==> config.mk <==
export PLATFORM = sky130hd
export DESIGN_NAME = common_fifo_buffer
export DESIGN_NICKNAME = d
export VERILOG_FILES = /design/src/rtl/common_fifo_buffer.sv
export SDC_FILE = /design/constraint.sdc
export NUM_CORES = 1
export LEC_CHECK = 0
export BUFFER_PORTS_ARGS = -buffer_cell sky130_fd_sc_hd__buf_4
export CAP_MARGIN = 20
export CORE_MARGIN = 5
export CORE_UTILIZATION = 60
export CTS_CLUSTER_SIZE = 30
export DETAILED_ROUTE_END_ITERATION = 7
export PLACE_DENSITY = 0.83
export SETUP_SLACK_MARGIN = 0.1
export SLEW_MARGIN = 10
export SYNTH_ARGS = -nofsm -noshare
export SYNTH_HDL_FRONTEND = slang
export SYNTH_SLANG_ARGS = --single-unit
export TNS_END_PERCENT = 10
==> constraint.sdc <==
create_clock -name clk -period 6.2 [get_ports clk]
set_clock_uncertainty 0.2 [all_clocks]
set_input_delay 1.24 -clock clk [delete_from_list [all_inputs] [get_ports clk]]
set_output_delay 1.24 -clock clk [all_outputs]
set_load 0.01 [all_outputs]
==> src/rtl/common_fifo_buffer.sv <==
// Synchronous valid/ready FIFO of 2^BUFFER_DEPTH_LOG2 entries with occupancy count.
// Optional empty-FIFO bypass path enabled by COMMON_FIFO_BUFFER_BYPASS_EN.
module common_fifo_buffer #(
  parameter int unsigned BUFFER_WIDTH      = 32,
  parameter int unsigned BUFFER_DEPTH_LOG2 = 2
) (
  input  logic                         clk,
  input  logic                         resetn,
  input  logic [BUFFER_WIDTH-1:0]      prev_i_data,
  input  logic                         prev_i_valid,
  output logic                         prev_o_ready,
  output logic [BUFFER_WIDTH-1:0]      next_o_data,
  output logic                         next_o_valid,
  input  logic                         next_i_ready,
  output logic [BUFFER_DEPTH_LOG2:0]   next_o_count
);

  localparam int unsigned DEPTH = 1 << BUFFER_DEPTH_LOG2;
  localparam int unsigned CW    = BUFFER_DEPTH_LOG2 + 1;
  localparam int unsigned PW    = BUFFER_DEPTH_LOG2;

  localparam logic [CW-1:0] FULL_CNT = CW'(DEPTH);
  localparam logic [CW-1:0] ONE_CNT  = CW'(1);
  localparam logic [PW-1:0] ONE_PTR  = PW'(1);

  logic [BUFFER_WIDTH-1:0] mem [DEPTH];

  logic [PW-1:0] wptr;
  logic [PW-1:0] rptr;
  logic [CW-1:0] count;

  logic empty;
  logic full;
  logic push;
  logic pop;
  logic bypass;

  assign empty = (count == '0);
  assign full  = (count == FULL_CNT);

  // Ready comes from registered state only; a pop never frees a slot
  // for the same cycle.
  assign prev_o_ready = !full;
  assign next_o_count = count;

`ifdef COMMON_FIFO_BUFFER_BYPASS_EN
  // Empty FIFO forwards the upstream beat; if consumed right away it is
  // never stored, otherwise it lands in the array as a normal push.
  always_comb begin
    bypass       = empty && prev_i_valid && next_i_ready;
    next_o_valid = !empty;
    next_o_data  = mem[rptr];
    if (empty) begin
      next_o_valid = prev_i_valid;
      next_o_data  = prev_i_data;
    end
  end
`else
  // Head of queue read straight from the array; no prev->next path.
  always_comb begin
    bypass       = 1'b0;
    next_o_valid = !empty;
    next_o_data  = mem[rptr];
  end
`endif

  // Handshake qualifiers; a bypassed beat is neither pushed nor popped.
  always_comb begin
    push = prev_i_valid && prev_o_ready && !bypass;
    pop  = !empty && next_i_ready;
  end

  // Storage array is deliberately not reset.
  always_ff @(posedge clk) begin
    if (push) begin
      mem[wptr] <= prev_i_data;
    end
  end

  // Pointers wrap naturally at the array size.
  always_ff @(posedge clk or negedge resetn) begin
    if (!resetn) begin
      wptr <= '0;
      rptr <= '0;
    end else begin
      if (push) begin
        wptr <= wptr + ONE_PTR;
      end
      if (pop) begin
        rptr <= rptr + ONE_PTR;
      end
    end
  end

  // Occupancy tracks push minus pop; both together leave it unchanged.
  always_ff @(posedge clk or negedge resetn) begin
    if (!resetn) begin
      count <= '0;
    end else begin
      unique case (1'b1)
        (push && !pop): count <= count + ONE_CNT;
        (pop && !push): count <= count - ONE_CNT;
        default:        count <= count;
      endcase
    end
  end

endmodule
==> results of run 1 <==
layer usage:
layer / vias up / wire length (µm)
met4: 0 / 99
met1: 1197 / 3600
met5: - / 0
met3: 10 / 602
li1: 1022 / -
met2: 78 / 4670
area by class of cell:
cell class | instances | area share (%)
well taps | 105 | 2.09
flip-flops and latches | 135 | 64.1
repair buffers | 73 | 8.73
clock inverters | 14 | 2.91
multi-input cells | 56 | 15.2
clock buffers | 17 | 6.60
inverters | 6 | 0.359
through the flow:
step	std cells	hold WS [ps]	worst slack (ps)	power, mW	area (µm²)
2_1_floorplan	205	335	3450	1.86	5040
3_3_place_gp	375	319	2800	2.22	5680
3_5_place_dp	375	325	2810	2.25	5680
4_1_cts	406	314	2230	3.26	6280
5_1_grt	406	309	2120	3.38	6280
6_report	406	332	2300	3.22	6280
state kept, by name, indices dropped and copies added (netlist names):
name and count:
mem 128, next_o_count 3, wptr 2, rptr 2
kinds of logic (layout without fill, tap and decap cells):
kind of cell	Yosys count	in the layout	share of synthesized area, %
buffers and inverters	14	110	1.29
xor gates and xnor gates	6	6	1.04
adders and majority gates	6	6	1.64
DFF	135	135	79.7
AOI/OAI and AO/OA	1	1	0.199
and+or+nand+nor	9	9	1.29
muxes	34	34	14.8
report_power, final:
part	internal [mW]	switching [mW]
combinational	0.475	0.389
sequential	1.22	0.142
clock	0.646	0.352
total	2.34	0.882
final timing paths:
check,start,end,slack (ps),cells after the start
max,rptr[0],next_o_data[2],2300,3
min,resetn,next_o_count[2],330,1
max reg2reg,next_o_count[0],next_o_count[2],3700,9
min reg2reg,next_o_count[2],next_o_count[2],350,1
max in group asynchronous,resetn,rptr[1],5320,1
min in group clk,next_o_count[2],next_o_count[2],350,1
layout by cell type (no fill, tap or decap), drive strengths merged:
cell      Yosys  routed
and2          1       1
clkinv        0       6
edfxtp      128     128
mux4         32      32
fa            1       1
inv           6       7
mux2          1       1
nor2          1       1
xor2          3       3
and3          4       4
o31a          1       1
clkinvlp      0       3
xnor2         3       3
mux2i         1       1
bufinv        0       4
ha            5       5
dfrtp         7       7
or3           1       1
nand2         1       1
buf           6      73
or3b          1       1
clkbuf        2      17
==> flow_metrics.env, run 1 <==
export IMPL_fmax_ghz=0.256
export IMPL_relSlewSlack_pct=43.2
export IMPL_n_antenna_cell=0
export IMPL_start_util_pct=61.3
export IMPL_worst_slew_pin_slew_ps=853
export IMPL_path_class="flop to primary output"
export IMPL_yosys_area_top_type_share_pct=76.3
export IMPL_peakVddDrop_uv=404
export IMPL_worstPathArrival_ps=2460
export IMPL_cts_buffers=17
export IMPL_synthCells=205
export IMPL_yosysWarnings=0
export IMPL_grt_use_met3_pct=7.51
export IMPL_fin_setup_tns_ps=0
export IMPL_die_w_um=102
export IMPL_drv_cap=0
export IMPL_fin_nets=331
export IMPL_cts_resized=0
export IMPL_setup_violations=0
export IMPL_antenna_found_initial=0
export IMPL_cts_tree="done"
export IMPL_overflow=0
export IMPL_min_period_over_period_pct=62.9
export IMPL_syn_avg_cell_area_um2=24.6
export IMPL_rsz0062_at_grt="no"
export IMPL_crit_chain="buf_4 -> mux4_2 -> buf_4"
export IMPL_ys_ff_latch=135
export IMPL_synth_top_area_cell="edfxtp_1"
export IMPL_num_rows=33
export IMPL_wirelength_um=8970
export IMPL_die_h_um=102
export IMPL_synth_top_flop_cell="edfxtp_1"
export IMPL_first_global_vias=2589
export IMPL_yosysUniqueCellTypes=20
export IMPL_numPortBuffers=72
export IMPL_grt_pass1_wl_um=14100
export IMPL_synth_edf_count=128
export IMPL_drive_gt1_share_pct=48.2
export IMPL_crit_slowest_cell="dfrtp_2"
export IMPL_dpl_hpwl_um=5120
export IMPL_clk_latency_ps=510
export IMPL_drtAntennaViolNets=0
export IMPL_drc=0
export IMPL_drt_first_pass_iters=4
export IMPL_track_usage_pct=19.4
export IMPL_cts_clk_slew_worst_paths_ps=60
export IMPL_top_level_ports=73
export IMPL_dr_first_iter_drc_count=163
export IMPL_vias_per_cell=5.68
export IMPL_area_growth_pct=24.5
export IMPL_cts_root_buf="clkbuf_8"
export IMPL_crit_path_max_incr_delay_ps=760
export IMPL_path_common_cell="buf_4"
export IMPL_critical_path_max_fanout=18
export IMPL_grt_max_degree=34
export IMPL_use_met1_pct=23.9
export IMPL_clockBufferDepth=2
export IMPL_leakagePower_nw=2.24
export IMPL_cts_hold_buf=0
export IMPL_path_buf_inv=2
export IMPL_n_fill_cell=435
export IMPL_place_congestion=0.706
export IMPL_worstSetupStartpointType="flop"
export IMPL_seq_area_frac_synth_pct=79.7
export IMPL_path_delay_family="flip-flops"
export IMPL_async_flop_share_pct=5.19
export IMPL_slew_violations=0
export IMPL_cts_setup_buffers=0
export IMPL_outcome="completed"
export IMPL_htreeDepth=4
export IMPL_netlist_top_cells_area="edfxtp_1 (76%), mux4_2 (14%), dfrtp_1 (3.5%), ha_1 (1.2%), and3_2 (0.60%)"
export IMPL_synth_area_um2=5040
export IMPL_cp_data_required_time_ps=4760
export IMPL_cp_end_kind="primary output"
export IMPL_die_area_um2=10300
export IMPL_hold_path_class="primary input to asynchronous set/reset pin"
export IMPL_clock_sinks=135
export IMPL_synth_nets=247
export IMPL_coreArea_um2=8220
export IMPL_final_util_pct=76.4
export IMPL_vias=2307
export IMPL_multi_input_area_um2=956
export IMPL_post_synth_top_count_cell="edfxtp_1"
export IMPL_seq_area_um2=4020
export IMPL_synthTopCellsByCount="edfxtp_1 (128), mux4_2 (32), dfrtp_1 (7)"
export IMPL_wl_per_cell_um=22.1
export IMPL_power_density_nw_per_um2=513
export IMPL_grt_busiest_layer="met2"
export IMPL_met2_usage_pct=31.5
export IMPL_hold_violations=0
export IMPL_period_needed_ps=3900
Power figures use the tool's default switching activity.
==> run 2, diff against run 1 <==
--- a/config.mk
+++ b/config.mk
@@ -5,13 +5,14 @@
 export SDC_FILE = /design/constraint.sdc
 export NUM_CORES = 1
 export LEC_CHECK = 0
+export ABC_AREA = 1
 export BUFFER_PORTS_ARGS = -buffer_cell sky130_fd_sc_hd__buf_4
 export CAP_MARGIN = 20
 export CORE_MARGIN = 5
-export CORE_UTILIZATION = 60
+export CORE_UTILIZATION = 52
 export CTS_CLUSTER_SIZE = 30
 export DETAILED_ROUTE_END_ITERATION = 7
-export PLACE_DENSITY = 0.83
+export PLACE_DENSITY = 0.76
 export SETUP_SLACK_MARGIN = 0.1
 export SLEW_MARGIN = 10
 export SYNTH_ARGS = -nofsm -noshare
==> constraint.sdc (replaced) <==
create_clock -name clk -period 3.28 [get_ports clk]
set_clock_uncertainty 0.2 [all_clocks]
set_input_delay 0.656 -clock clk [delete_from_list [all_inputs] [get_ports clk]]
set_output_delay 0.656 -clock clk [all_outputs]
set_load 0.01 [all_outputs]
==> flow_metrics.env, run 2 <==
export IMPL_cts_tree="done"
export IMPL_cp_data_required_time_ps=2420
export IMPL_drt_first_pass_iters=4
export IMPL_path_class="flop to primary output"
export IMPL_top_level_ports=73
export IMPL_async_flop_share_pct=5.19
export IMPL_die_h_um=113
export IMPL_largest_register="mem"
export IMPL_n_fill_cell=739
export IMPL_setup_violations=0
export IMPL_synthCells=433
export IMPL_final_cells=664
export IMPL_place_inst=632
export IMPL_rrSetupSlack_ps=890
export IMPL_grt_pass1_wl_um=17500
export IMPL_final_cell_area_um2=6870
export IMPL_worstSetupStartpointType="flop"
export IMPL_wirelength_um=10700
export IMPL_drc=0
export IMPL_min_period_over_period_pct=88.0
export IMPL_worstPathArrival_ps=2030
export IMPL_drtAntennaViolNets=0
export IMPL_synth_nets=475
export IMPL_hold_path_depth=1
export IMPL_coreArea_um2=10400
export IMPL_crit_chain="clkinv_2 -> buf_4 -> o211ai_1 -> nand2_1 -> buf_4"
export IMPL_cts_resized=0
export IMPL_cp_end_kind="primary output"
export IMPL_crit_slowest_cell="dfrtp_1"
export IMPL_reg2reg_from="next_o_count[0]"
export IMPL_antenna_found_initial=0
export IMPL_syn_avg_cell_area_um2=12.9
export IMPL_place_congestion=0.766
export IMPL_final_common_cell="edfxtp_1"
export IMPL_yosys_area_top_type_share_pct=69.1
export IMPL_yosysUniqueCellTypes=17
export IMPL_htreeDepth=4
export IMPL_sw_frac_of_total_pct=32.4
export IMPL_leakagePower_nw=2.86
export IMPL_fmax_ghz=0.346
export IMPL_vias_per_cell=5.14
export IMPL_place_ws_ps=812
export IMPL_dr_first_iter_drc_count=191
export IMPL_seq_area_frac_synth_pct=72.2
export IMPL_final_util_pct=66.2
export IMPL_power_frac_seq_pct=36.0
export IMPL_p_switching_mw=2.14
export IMPL_synth_edf_count=128
export IMPL_setup_ws_ps=392
export IMPL_synth_top_flop_cell="edfxtp_1"
export IMPL_ys_ff_latch=135
export IMPL_track_usage_pct=17.7
export IMPL_hold_violations=0
export IMPL_fin_setup_tns_ps=0
export IMPL_relSlewSlack_pct=56.9
export IMPL_p_int_mw=4.47
export IMPL_slew_violations=0
export IMPL_wl_per_cell_um=16.2
export IMPL_path_common_cell="buf_4"
export IMPL_r2r_cells=10
export IMPL_critical_path_max_fanout=27
export IMPL_synth_top_area_cell="edfxtp_1"
export IMPL_numPortBuffers=72
export IMPL_vias=3416
export IMPL_yosysWarnings=0
export IMPL_period_needed_ps=2890
export IMPL_cts_buffers=17
export IMPL_first_global_vias=3556
export IMPL_crit_path_max_incr_delay_ps=390
export IMPL_num_rows=37
export IMPL_synth_area_um2=5570
export IMPL_peakVddDrop_uv=637
export IMPL_die_w_um=113
export IMPL_drive_gt1_share_pct=22.3
export IMPL_worst_slew_pin_slew_ps=645
export IMPL_post_synth_top_count_cell="edfxtp_1"
export IMPL_area_growth_pct=23.4
export IMPL_holdPathEnd="mem[2][30]"
export IMPL_power_density_nw_per_um2=963
export IMPL_hold_path_class="primary input to flop"
export IMPL_startpoint="rptr[0]"
export IMPL_clockBufferDepth=2
export IMPL_r2r_end="next_o_count[2]"
export IMPL_largest_reg_flops=128
export IMPL_rsz0062_at_grt="no"
export IMPL_cts_clk_slew_worst_paths_ps=60
export IMPL_start_util_pct=53.7
export IMPL_p_comb_share_pct=34.2
export IMPL_clkPwrFrac_pct=29.8
export IMPL_hold_start="prev_i_data[30]"
export IMPL_n_antenna_cell=0
export IMPL_synthTopCellsByCount="edfxtp_1 (128), nand2_1 (113), inv_1 (79)"
export IMPL_netlist_top_cells_area="edfxtp_1 (69%), o211ai_1 (8.6%), nand2_1 (7.6%), inv_1 (5.3%), dfrtp_1 (3.1%)"
export IMPL_outcome="completed"
export IMPL_drv_cap=0
export IMPL_grt_max_degree=38
export IMPL_cts_root_buf="clkbuf_8"
export IMPL_clk_latency_ps=500
export IMPL_placed_cell_area_um2=6230
export IMPL_die_area_um2=12900
export IMPL_fin_nets=558
export IMPL_clock_sinks=135
export IMPL_final_cell_mix="edfxtp_1 (128), nand2_1 (113), buf_4 (82), inv_1 (79), o211ai_1 (64)"
export IMPL_dpl_hpwl_um=6680
export IMPL_overflow=0
[run 2: worst max-delay path by stage]
stage | end | slack, ps | cells past startpoint
5_1_grt | next_o_data[10] | 220 | 5
4_1_cts | next_o_data[7] | 370 | 5
2_1_floorplan | mem[0][0] | 420 | 4
6_report | next_o_data[7] | 390 | 5
3_5_place_dp | mem[3][29] | 810 | 4
3_3_place_gp | mem[1][29] | 850 | 4
[run 2: critical path: cells and delay by family (launching register included)]
kind / cells / cell delay [ps]
simple gates: 1 / 80
buf+inv: 3 / 840
flops: 1 / 390
compound gates: 1 / 220
[run 2: logic make-up after synthesis]
family          Yosys count  synth area share, %
flops                   135                 72.2
xor+xnor                  1                0.157
buf+inv                 101                 8.79
fa+ha+maj                 6                 1.48
compound gates           65                 8.72
simple gates            125                 8.63
[run 2: repair_timing]
| item | 4_1_cts | 5_1_grt |
|---|---|---|
| buffers inserted | 0 | 0 |
| endpoints found under the hold margin | 7 | 0 |
| hold buffers | 1 | 0 |
[run 2: cell type report]
cell class,count,area [µm²],share of cell area [%]
Tap cell,136,170,2.48
Multi-Input combinational cell,197,1090,15.8
Timing Repair Buffer,85,666,9.70
Sequential cell,135,4020,58.5
Clock inverter,14,208,3.03
Inverter,80,302,4.39
Clock buffer,17,414,6.03
[run 2: per-stage QoR]
stage / hold slack [ps] / total power, mW
floorplan: 160 / 3.83
global placement: 276 / 4.61
detailed placement: 277 / 4.70
CTS: 130 / 6.68
global route: 122 / 7.00
finish: 150 / 6.61
[run 2: per-layer routing]
layer / vias up / share of wire, % / GRT usage [%] / routed length (µm)
met3: 4 / 6.9 / 5.57 / 739
li1: 1665 / - / - / -
met5: - / 0 / 0 / 0
met1: 1645 / 41 / 21.5 / 4450
met2: 102 / 51 / 30.1 / 5530
met4: 0 / 0.33 / 6.17 / 36
[run 2: power groups by stage]
stage / sequential, mW / combinational, mW / clock [mW]
after global routing: 2.41 / 2.51 / 2.09
after floorplan: 2.41 / 1.42 / 0
after CTS: 2.38 / 2.30 / 2.00
after detailed placement: 2.41 / 2.28 / 0
after global placement: 2.40 / 2.21 / 0
final: 2.38 / 2.26 / 1.97
==> run 3, diff against run 2 <==
--- a/config.mk
+++ b/config.mk
@@ -8,11 +8,13 @@
 export ABC_AREA = 1
 export BUFFER_PORTS_ARGS = -buffer_cell sky130_fd_sc_hd__buf_4
 export CAP_MARGIN = 20
+export CELL_PAD_IN_SITES_DETAIL_PLACEMENT = 1
+export CELL_PAD_IN_SITES_GLOBAL_PLACEMENT = 1
 export CORE_MARGIN = 5
-export CORE_UTILIZATION = 52
+export CORE_UTILIZATION = 42
 export CTS_CLUSTER_SIZE = 30
 export DETAILED_ROUTE_END_ITERATION = 7
-export PLACE_DENSITY = 0.76
+export PLACE_DENSITY_LB_ADDON = 0.1
 export SETUP_SLACK_MARGIN = 0.1
 export SLEW_MARGIN = 10
 export SYNTH_ARGS = -nofsm -noshare
==> flow_metrics.env, run 3 (same netlist as run 2, synthesis figures left out) <==
export IMPL_leakagePower_nw=2.87
export IMPL_top_level_ports=73
export IMPL_cts_clk_slew_worst_paths_ps=60
export IMPL_slew_violations=0
export IMPL_drc=0
export IMPL_coreArea_um2=13100
export IMPL_drv_cap=0
export IMPL_hold_path_class="primary input to flop"
export IMPL_antenna_found_initial=0
export IMPL_period_needed_ps=2860
export IMPL_dr_first_iter_drc_count=201
export IMPL_drt_first_pass_iters=4
export IMPL_power_density_nw_per_um2=975
export IMPL_final_cell_mix="edfxtp_1 (128), nand2_1 (113), inv_1 (79), buf_4 (78), o211ai_1 (64)"
export IMPL_overflow=0
export IMPL_die_h_um=125
export IMPL_grt_max_degree=62
export IMPL_dpl_hpwl_um=7570
export IMPL_path_class="flop to primary output"
export IMPL_vias_per_cell=4.86
export IMPL_clk_latency_ps=410
export IMPL_fin_setup_tns_ps=0
export IMPL_largest_reg_flops=128
export IMPL_setup_violations=0
export IMPL_wirelength_um=12100
export IMPL_cts_setup_buffers=0
export IMPL_fmax_ghz=0.350
export IMPL_fin_nets=556
export IMPL_die_area_um2=15700
export IMPL_place_congestion=0.716
export IMPL_crit_slowest_cell="dfrtp_1"
export IMPL_htreeDepth=4
export IMPL_drive_gt1_share_pct=22.4
export IMPL_outcome="completed"
export IMPL_first_global_vias=3764
export IMPL_vias=3419
export IMPL_multi_input_area_um2=1090
export IMPL_cp_end_kind="primary output"
export IMPL_die_w_um=125
export IMPL_worstSetupStartpointType="flop"
export IMPL_crit_chain="inv_4 -> buf_4 -> nand2_1 -> o211ai_1 -> nand2_1 -> buf_4"
export IMPL_crit_path_max_incr_delay_ps=420
export IMPL_cts_tree="done"
export IMPL_cts_root_buf="clkbuf_16"
export IMPL_clockBufferDepth=2
export IMPL_largest_register="mem"
export IMPL_wl_per_cell_um=17.3
export IMPL_cts_resized=0
export IMPL_setup_ws_ps=421
export IMPL_n_fill_cell=1341
export IMPL_grt_pass1_wl_um=19800
export IMPL_n_antenna_cell=0
export IMPL_final_common_cell="edfxtp_1"
export IMPL_place_ws_ps=774
export IMPL_relSlewSlack_pct=57.6
export IMPL_worstPathArrival_ps=2000
export IMPL_peakVddDrop_uv=421
export IMPL_cts_buffers=17
export IMPL_drtAntennaViolNets=0
export IMPL_final_util_pct=53.0
export IMPL_numPortBuffers=72
export IMPL_worst_slew_pin_slew_ps=635
export IMPL_start_util_pct=42.4
export IMPL_area_growth_pct=25.1
export IMPL_hold_violations=0
export IMPL_seq_area_um2=4020
export IMPL_rsz0062_at_grt="no"
export IMPL_clock_sinks=135
export IMPL_num_rows=42
export IMPL_track_usage_pct=16.4
export IMPL_cp_data_required_time_ps=2420
export IMPL_critical_path_max_fanout=42
export IMPL_min_period_over_period_pct=87.2
[run 3: cell types whose count changed in the layout (fill, tap and decap cells not counted)]
| cell | delta |
|---|---|
| inv_4 | +1 |
| buf_4 | -4 |
| clkinv_4 | -3 |
| buf_12 | +2 |
| clkinv_2 | +1 |
| clkinvlp_4 | +2 |
| bufinv_16 | +1 |
| clkbuf_16 | +1 |
| clkinv_1 | -1 |
| clkbuf_8 | -1 |
[run 3: layout make-up]
cell class	instances	area share, %
clock buffer	17	6.11
clock inverter	15	3.34
inverter	80	4.35
multi-input combinational	197	15.6
sequential	135	57.7
tap	176	3.16
timing repair buffer	83	9.70
[run 3: repair_timing]
| item | in CTS | in global routing |
|---|---|---|
| hold buffers | 1 | 0 |
| endpoints found under the hold margin | 7 | 0 |
| endpoints found under the setup margin | 0 | 0 |
[run 3: final timing paths]
path / start / endpoint / slack, ps / depth (start not counted)
max: rptr[0] / next_o_data[20] / 420 / 6
min: prev_i_data[20] / mem[0][20] / 240 / 1
max reg2reg: next_o_count[1] / next_o_count[2] / 840 / 10
min reg2reg: next_o_count[0] / next_o_count[0] / 310 / 1
max in group asynchronous: resetn / rptr[1] / 2350 / 2
min in group asynchronous: resetn / wptr[0] / 400 / 2
[run 3: through the flow]
| step | area [µm²] | hold WS (ps) | power, mW | std cells |
|---|---|---|---|---|
| after floorplan | 5570 | 160 | 3.83 | 433 |
| after global placement | 6290 | 283 | 4.70 | 670 |
| after detailed placement | 6290 | 285 | 4.78 | 670 |
| after CTS | 6960 | 227 | 6.91 | 703 |
| after global routing | 6960 | 231 | 7.20 | 703 |
| final | 6960 | 242 | 6.79 | 703 |
[run 3: layer usage]
metal | GRT usage [%] | up-vias | wire [µm]
li1 | - | 1650 | -
met1 | 19.6 | 1684 | 5160
met2 | 28.0 | 69 | 6270
met3 | 4.22 | 16 | 540
met4 | 7.21 | 0 | 171
met5 | 0 | - | 0
[run 3: worst max-delay path: cells and delay by family, from the launching register on]
kind            cells  cell delay, ps
compound gates      1             100
buf+inv             3             850
flops               1             420
simple gates        2             200
[run 3: report_power, final]
part           internal [mW]  switching, mW
clock                   1.41          0.692
combinational          0.897           1.40
sequential              2.28          0.109
